[src/rtl/lifo_pkg.sv]
// Shared types and helpers for the parametrised LIFO stack.
package lifo_pkg;

  typedef enum logic [1:0] {
    OP_NONE,
    OP_PUSH,
    OP_POP,
    OP_REPLACE
  } lifo_op_t;

  // Bits needed to hold any value 0..depth inclusive.
  function automatic int count_width(input int depth);
    return $clog2(depth + 1);
  endfunction

endpackage

[src/rtl/lifo_stack_if.sv]
// Request/response bundle between a controller (master) and the LIFO stack (slave).
interface lifo_stack_if
  import lifo_pkg::*;
#(
  parameter int WIDTH = 2,
  parameter int DEPTH = 50
);
  localparam int CW = count_width(DEPTH);

  logic             en;
  logic             clear;
  logic             push;
  logic [WIDTH-1:0] push_data;
  logic             pop;
  logic [WIDTH-1:0] pop_data;
  logic             pop_valid;
  logic [WIDTH-1:0] top_data;
  logic [CW-1:0]    count;
  logic             empty;
  logic             full;
  logic             overflow;
  logic             underflow;

  modport master (
    output en, clear, push, push_data, pop,
    input  pop_data, pop_valid, top_data, count, empty, full, overflow, underflow
  );

  modport slave (
    input  en, clear, push, push_data, pop,
    output pop_data, pop_valid, top_data, count, empty, full, overflow, underflow
  );

endinterface

[src/rtl/lifo_stack_edge_pulse.sv]
// Rising-edge detector; with BYPASS set the level passes straight through as a strobe.
module edge_pulse #(
  parameter bit BYPASS = 1'b0
) (
  input  logic clk,
  input  logic rst_n,
  input  logic level_i,
  output logic pulse_o
);

  logic level_q;

  // NOTE: sequential state uses non-blocking (<=) so every flop samples pre-edge values.
  always_ff @(posedge clk or negedge rst_n) begin
    if (!rst_n) level_q <= 1'b0;
    else        level_q <= level_i;
  end

  assign pulse_o = BYPASS ? level_i : (level_i & ~level_q);

endmodule

[src/rtl/lifo_stack.sv]
// Parametrised LIFO stack with edge/strobe requests, replace-on-push+pop and sticky errors.
module lifo_stack
  import lifo_pkg::*;
#(
  parameter int WIDTH       = 2,
  parameter int DEPTH       = 50,
  parameter bit EDGE_DETECT = 1'b1
) (
  input  logic         clk,
  input  logic         rst_n,
  lifo_stack_if.slave  bus
);

  localparam int CW = count_width(DEPTH);
  localparam int AW = (DEPTH > 1) ? $clog2(DEPTH) : 1;

  logic [WIDTH-1:0] mem [DEPTH];

  logic [CW-1:0]    count_q, count_d;
  logic             overflow_q, overflow_d;
  logic             underflow_q, underflow_d;
  logic [WIDTH-1:0] pop_data_q, pop_data_d;
  logic             pop_valid_q, pop_valid_d;

  logic             push_req, pop_req;
  lifo_op_t         op;
  logic             is_empty, is_full;
  logic [AW-1:0]    top_idx, wr_idx;
  logic             mem_we;
  logic [WIDTH-1:0] top_word;

  edge_pulse #(.BYPASS(!EDGE_DETECT)) u_push_edge (
    .clk     (clk),
    .rst_n   (rst_n),
    .level_i (bus.push),
    .pulse_o (push_req)
  );

  edge_pulse #(.BYPASS(!EDGE_DETECT)) u_pop_edge (
    .clk     (clk),
    .rst_n   (rst_n),
    .level_i (bus.pop),
    .pulse_o (pop_req)
  );

  assign is_empty = (count_q == '0);
  assign is_full  = (count_q == CW'(DEPTH));
  assign top_idx  = AW'(count_q - CW'(1));
  assign top_word = mem[top_idx];

  always_comb begin
    op = OP_NONE;
    if (bus.en) begin
      case ({push_req, pop_req})
        2'b10:   op = OP_PUSH;
        2'b01:   op = OP_POP;
        2'b11:   op = OP_REPLACE;
        default: op = OP_NONE;
      endcase
    end
  end

  // NOTE: every signal gets a default before any branch so no path leaves it unassigned (no latches).
  always_comb begin
    count_d     = count_q;
    overflow_d  = overflow_q;
    underflow_d = underflow_q;
    pop_data_d  = '0;
    pop_valid_d = 1'b0;
    mem_we      = 1'b0;
    wr_idx      = AW'(count_q);

    if (bus.clear) begin
      count_d     = '0;
      overflow_d  = 1'b0;
      underflow_d = 1'b0;
    end else begin
      case (op)
        OP_PUSH: begin
          if (is_full) begin
            overflow_d = 1'b1;
          end else begin
            mem_we  = 1'b1;
            count_d = count_q + CW'(1);
          end
        end
        OP_POP: begin
          if (is_empty) begin
            underflow_d = 1'b1;
          end else begin
            pop_data_d  = top_word;
            pop_valid_d = 1'b1;
            count_d     = count_q - CW'(1);
          end
        end
        OP_REPLACE: begin
          // Empty stack: the pop half fails but the push half still lands at slot 0.
          mem_we = 1'b1;
          if (is_empty) begin
            underflow_d = 1'b1;
            count_d     = CW'(1);
          end else begin
            wr_idx      = top_idx;
            pop_data_d  = top_word;
            pop_valid_d = 1'b1;
          end
        end
        default: ;
      endcase
    end
  end

  always_ff @(posedge clk or negedge rst_n) begin
    if (!rst_n) begin
      count_q     <= '0;
      overflow_q  <= 1'b0;
      underflow_q <= 1'b0;
      pop_data_q  <= '0;
      pop_valid_q <= 1'b0;
    end else begin
      count_q     <= count_d;
      overflow_q  <= overflow_d;
      underflow_q <= underflow_d;
      pop_data_q  <= pop_data_d;
      pop_valid_q <= pop_valid_d;
    end
  end

  // NOTE: the array is deliberately not reset; count alone decides which entries are live.
  always_ff @(posedge clk) begin
    if (mem_we) mem[wr_idx] <= bus.push_data;
  end

  assign bus.count     = count_q;
  assign bus.empty     = is_empty;
  assign bus.full      = is_full;
  assign bus.overflow  = overflow_q;
  assign bus.underflow = underflow_q;
  assign bus.pop_data  = pop_data_q;
  assign bus.pop_valid = pop_valid_q;
  assign bus.top_data  = is_empty ? '0 : top_word;

endmodule
[src/flat_wrapper.sv]
// flat-port wrapper written by rule: the top's interface ports become plain ports
module lifo_stack_flat import lifo_pkg::*;
#(
  parameter int WIDTH       = 2,
  parameter int DEPTH       = 50,
  parameter bit EDGE_DETECT = 1'b1
)
  (clk, rst_n, bus_en, bus_clear, bus_push, bus_push_data, bus_pop, bus_pop_data, bus_pop_valid, bus_top_data, bus_count, bus_empty, bus_full, bus_overflow, bus_underflow);
  lifo_stack_if #(.WIDTH(WIDTH), .DEPTH(DEPTH)) bus_i ();
  input  logic clk;
  input  logic rst_n;
  input wire logic [$bits(bus_i.en)-1:0] bus_en;
  input wire logic [$bits(bus_i.clear)-1:0] bus_clear;
  input wire logic [$bits(bus_i.push)-1:0] bus_push;
  input wire logic [$bits(bus_i.push_data)-1:0] bus_push_data;
  input wire logic [$bits(bus_i.pop)-1:0] bus_pop;
  output wire logic [$bits(bus_i.pop_data)-1:0] bus_pop_data;
  output wire logic [$bits(bus_i.pop_valid)-1:0] bus_pop_valid;
  output wire logic [$bits(bus_i.top_data)-1:0] bus_top_data;
  output wire logic [$bits(bus_i.count)-1:0] bus_count;
  output wire logic [$bits(bus_i.empty)-1:0] bus_empty;
  output wire logic [$bits(bus_i.full)-1:0] bus_full;
  output wire logic [$bits(bus_i.overflow)-1:0] bus_overflow;
  output wire logic [$bits(bus_i.underflow)-1:0] bus_underflow;
  assign bus_i.en = bus_en;
  assign bus_i.clear = bus_clear;
  assign bus_i.push = bus_push;
  assign bus_i.push_data = bus_push_data;
  assign bus_i.pop = bus_pop;
  assign bus_pop_data = bus_i.pop_data;
  assign bus_pop_valid = bus_i.pop_valid;
  assign bus_top_data = bus_i.top_data;
  assign bus_count = bus_i.count;
  assign bus_empty = bus_i.empty;
  assign bus_full = bus_i.full;
  assign bus_overflow = bus_i.overflow;
  assign bus_underflow = bus_i.underflow;
  lifo_stack #(.WIDTH(WIDTH), .DEPTH(DEPTH), .EDGE_DETECT(EDGE_DETECT)) u_core (.clk(clk), .rst_n(rst_n), .bus(bus_i));
endmodule
[config.mk]
export PLATFORM = sky130hd
export DESIGN_NAME = lifo_stack_flat
export DESIGN_NICKNAME = d
export VERILOG_FILES = /design/src/rtl/lifo_pkg.sv /design/src/rtl/lifo_stack_if.sv /design/src/rtl/lifo_stack_edge_pulse.sv /design/src/rtl/lifo_stack.sv /design/src/flat_wrapper.sv
export SDC_FILE = /design/constraint.sdc
export NUM_CORES = 1
export LEC_CHECK = 0
export CORE_MARGIN = 2
export CORE_UTILIZATION = 35
export CTS_BUF_LIST = sky130_fd_sc_hd__clkbuf_16
export CTS_CLUSTER_DIAMETER = 120
export DETAILED_ROUTE_END_ITERATION = 16
export PLACE_DENSITY = 0.53
export SETUP_SLACK_MARGIN = 0.3
export SLEW_MARGIN = 40
export SYNTH_ARGS = -nofsm -noshare
export SYNTH_HDL_FRONTEND = slang
export SYNTH_SLANG_ARGS = --single-unit
[constraint.sdc]
create_clock -name clk -period 4.05 [get_ports clk]
set_input_delay 0.81 -clock clk [delete_from_list [all_inputs] [get_ports clk]]
set_output_delay 0.81 -clock clk [all_outputs]
set_load 0.01 [all_outputs]
==> results <==
- The detailed-route wire length is 14450 um.
- For the final database, setup skew stands at 0.006169 ns.
- The starting utilization of the core area is 36.07%.
- The sum of net half-perimeters after detailed placement is 8958 um.
- The region available for standard cell placement spans 0.01526 sq mm.
- In this run the number of H-tree levels came out at 4.
- The tightest min-delay check is of the reg -> reg type.
- The most used flip-flop cell after synthesis is edfxtp_1.
- Leaving out fill and tap cells, the most frequent cells in the layout are 100 x edfxtp_1, 34 x nor4_1, 24 x buf_4.
- The number of hold-repair buffers added at the cts stage is 0.
- The clock period could shrink to 3.684 ns.
- Cell internal power was estimated by the tool at 2.581 mW.
- The library cell used as clock root buffer is clkbuf_16.
- The filler cell count in the final layout is 1379.
- After synthesis, the netlist uses 61 different library cells.
- Once layout is done, the placed cells without fillers occupy 0.006720 sq mm.
- Based on the critical path, the design can be clocked at up to 0.2714 GHz.
- In this run, the clock network consumes 42.0% of the power.
- Of the total power, registers draw 35.8%.
- The via count is 3810.
- The congestion estimate from routability-driven global placement came to 0.8569.
- Buffers inserted during clock tree synthesis total 17.
- The number of cells on the worst reg-to-reg path is 9.
- Across all register-to-register paths, the minimum setup slack is 0.53 ns.
- The DRC violation count after routing is 0.
- The maximum net fanout on the critical path is 15.
- When the netlist entered floorplanning its net count stood at 412.
- The floorplan die width is 129.4 um.
- The critical path in this run is classified as reg -> out.
- Setup repair after global routing could not meet its margin everywhere.
- The top-level I/O count is 23.
- In this run the static leakage power is 2.163 nW.
- The number of buffer cells added on primary ports is 22.
- The die is 129.4 um tall.
- TritonCTS built the clock tree.
- The first global-routing pass estimated 22570 um of wire.
- The destination of the worst hold path is u_core.bus.overflow$_DFFE_PN0P_.
- The synthesized area per cell is 13.73 sq um.
- Of the cells placed in the final design, the portion with a size suffix greater than 1 is 22.60%.
- The run finished with clean final reports.
- The total clock sinks is 113.
- The share of the Yosys chip area taken by registers is 60.47%.
- The max-capacitance violation count is 0.
- The count of final hold-check violations came to 0.
- Before antenna repair, the detailed router went through 5 iterations.
- The final net count is 446.
- The initialized floorplan defines 45 standard-cell rows.
- The number of endpoints failing setup at the final stage is 0.
- The commonest non-fill, non-tap cell in the layout is edfxtp_1.
- Summed over all nets, the switching power comes to 1.016 mW.
- The synthesized design contains 100 enable-type register cells.
- At the worst endpoint, the arrival time is 2.87 ns.
- At the pin with the least slew margin, the transition time is 0.7559 ns.
- For the worst setup path, the data required time is 3.24 ns.
- The repair_antennas step left the layout with diodes totalling 0.
- The count of routing violations after the opening detailed-route iteration is 328.
- The net switching share of the total power is 28.25%.
- Once detail routing completed, the nets flagged for antenna violations numbered 0.
- The total die area is 0.01674 sq mm.
- The endpoint identified for the worst register-to-register timing path is u_core.mem[41][1]$_DFFE_PP_.
- For the worst-skew pair, the clock arrives at the later sink with an insertion delay of 0.43 ns.
- The synthesized flop and latch total is 113.
- Adding up every negative setup slack in the final design gives 0 ns.
- Summing every instance area after synthesis gives 0.005504 sq mm.
- Synthesis produced a netlist whose cell count is 401.
- In the finished design, the share of the clock period the worst path needs comes to 90.97%.
- Relative to the synthesized area, the layout overhead comes to 22.10%.
- After synthesis, the share of flip-flops with an asynchronous set or reset is 11.50%.
- The number of antenna violations at the first check in global routing is 0.
- The worst setup path is launched from a flop.
- In this run the deepest clock path goes through 2 buffers.
- The yosys synthesis warning count is 0.
- The areal power density over the cells is 535.3 mW/mm^2.
- Headroom to the max-slew limit came out at 49.60%.
- In this run the most critical hold path is launched from u_core.bus.overflow$_DFFE_PN0P_.
- The worst hold path passes through 2 cells.
- The beginning of the worst register-to-register path is u_core.bus.count[0]$_DFFE_PN0P_.
- The maximum number of pins on one net before global-route repair is 51.
- The combinational cell fraction of total power is 22.2%.
- The overall overflow remaining after global route is 0.
- The cell area reported after detailed placement is 0.006043 sq mm.
- Clock-pin slew was measured on the worst setup and hold paths at 0.06 ns.
- The number of max-slew violations in the final report is 0.
- Dividing the detail-routed via count by the number of cells gives 5.790.
- The via count of the first global-routing pass was 3822.
- The routed wire length per instance is 21.96 um.
- In the global route stage, overall resource usage came out at 18.58%.
- The worst setup path is captured at an output pin.
- VDD sags by at most 342.7 uV.
## metal layers
| metal | up-vias | share of wire (%) | track usage, % |
|---|---|---|---|
| li1 | 1694 | - | - |
| met1 | 1948 | 46 | 25.41 |
| met2 | 142 | 47 | 28.95 |
| met3 | 26 | 5.8 | 4.831 |
| met4 | 0 | 1.8 | 6.266 |
| met5 | - | 0 | 0 |
## cells in the mapped netlist, drive strengths merged (4+ instances only)
| master | count | area [sq um] |
|---|---|---|
| dfrtp | 13 | 325.3 |
| inv | 9 | 33.78 |
| nand2 | 11 | 43.80 |
| mux4 | 22 | 495.5 |
| nand3 | 13 | 65.06 |
| nor2 | 12 | 45.04 |
| a21oi | 14 | 92.59 |
| nor4 | 34 | 212.7 |
| and2 | 5 | 31.28 |
| nor3 | 23 | 115.1 |
| nand3b | 4 | 30.03 |
| or3 | 5 | 36.28 |
| o22ai | 5 | 37.53 |
| edfxtp | 100 | 3003 |
| clkbuf | 15 | 56.30 |
| buf | 18 | 97.59 |
| nor3b | 4 | 35.03 |
| mux2i | 19 | 190.2 |
| o21ai | 22 | 113.9 |
## power groups by stage
stage	Combinational [mW]	Clock (mW)	Sequential, mW
final	0.799	1.51	1.29
after global routing	0.859	1.58	1.29
after CTS	0.785	1.53	1.29
after detailed placement	0.729	0	1.31
after global placement	0.728	0	1.31
after floorplan	0.468	0	1.31
## area by class of cell
class | instances | area (sq um) | area share [%]
Clock buffer | 17 | 425.4 | 6.330
Inverter | 9 | 33.78 | 0.5027
Multi-Input combinational cell | 246 | 2053 | 30.55
Sequential cell | 113 | 3329 | 49.54
Tap cell | 211 | 264.0 | 3.928
Clock inverter | 14 | 163.9 | 2.439
Timing Repair Buffer | 48 | 450.4 | 6.703
## kinds of logic after synthesis
group | after synthesis | synth area share [%]
adders and majority gates | 3 | 0.6820
buffers and inverters | 42 | 3.410
muxes | 42 | 12.66
xor gates and xnor gates | 5 | 0.7958
and+or+nand+nor | 122 | 12.64
AOI/OAI and AO/OA | 74 | 9.343
DFF | 113 | 60.47
## per-stage QoR
step	hold slack, ns	setup WS [ns]	util [%]	total power [mW]	instances
2_1_floorplan	0.5144	0.3699	-	1.781	401
6_report	0.5043	0.3657	44.04	3.598	658
3_5_place_dp	0.4952	0.3763	39.61	2.040	626
3_3_place_gp	0.4871	0.4303	39.56	2.037	626
5_1_grt	0.5371	0.2859	44.04	3.721	658
4_1_cts	0.5114	0.3149	43.91	3.598	658
## worst max-delay path: stages (launching register included)
cell and delay, ns:
dfrtp_2 0.39, inv_1 0.06, ha_1 0.35, bufbuf_16 0.34, mux4_2 0.31, mux2_2 0.30, o311ai_4 0.26, o22ai_1 0.14
dlygate4sd2_1 0.30
## worst max path at each step
stage | from | endpoint | slack, ns | cells past startpoint
floorplan | u_core.bus.count[0]$_DFFE_PN0P_ | bus_top_data[1] | 0.37 | 10
global placement | u_core.bus.count[0]$_DFFE_PN0P_ | bus_top_data[1] | 0.43 | 8
detailed placement | bus_push | u_core.mem[41][0]$_DFFE_PP_ | 0.38 | 7
CTS | u_core.bus.count[0]$_DFFE_PN0P_ | bus_top_data[1] | 0.31 | 8
global route | u_core.bus.count[0]$_DFFE_PN0P_ | bus_top_data[0] | 0.29 | 9
finish | u_core.bus.count[0]$_DFFE_PN0P_ | bus_top_data[1] | 0.37 | 8
## flip-flops by register name, summed over array words and instances (netlist names)
register,count
u_core.u_push_edge.level_q,1
u_core.mem,100
u_core.bus.count,6
u_core.bus.overflow,1
u_core.bus.pop_data,2
u_core.u_pop_edge.level_q,1
u_core.bus.underflow,1
u_core.bus.pop_valid,1
## timing repair
item                       in CTS  in global routing
buffers inserted                0                  0
setup endpoints to repair       2                  2
resized for setup               9                  3
cloned                          1                  0
No activity file was read; power rests on OpenSTA's default activity.
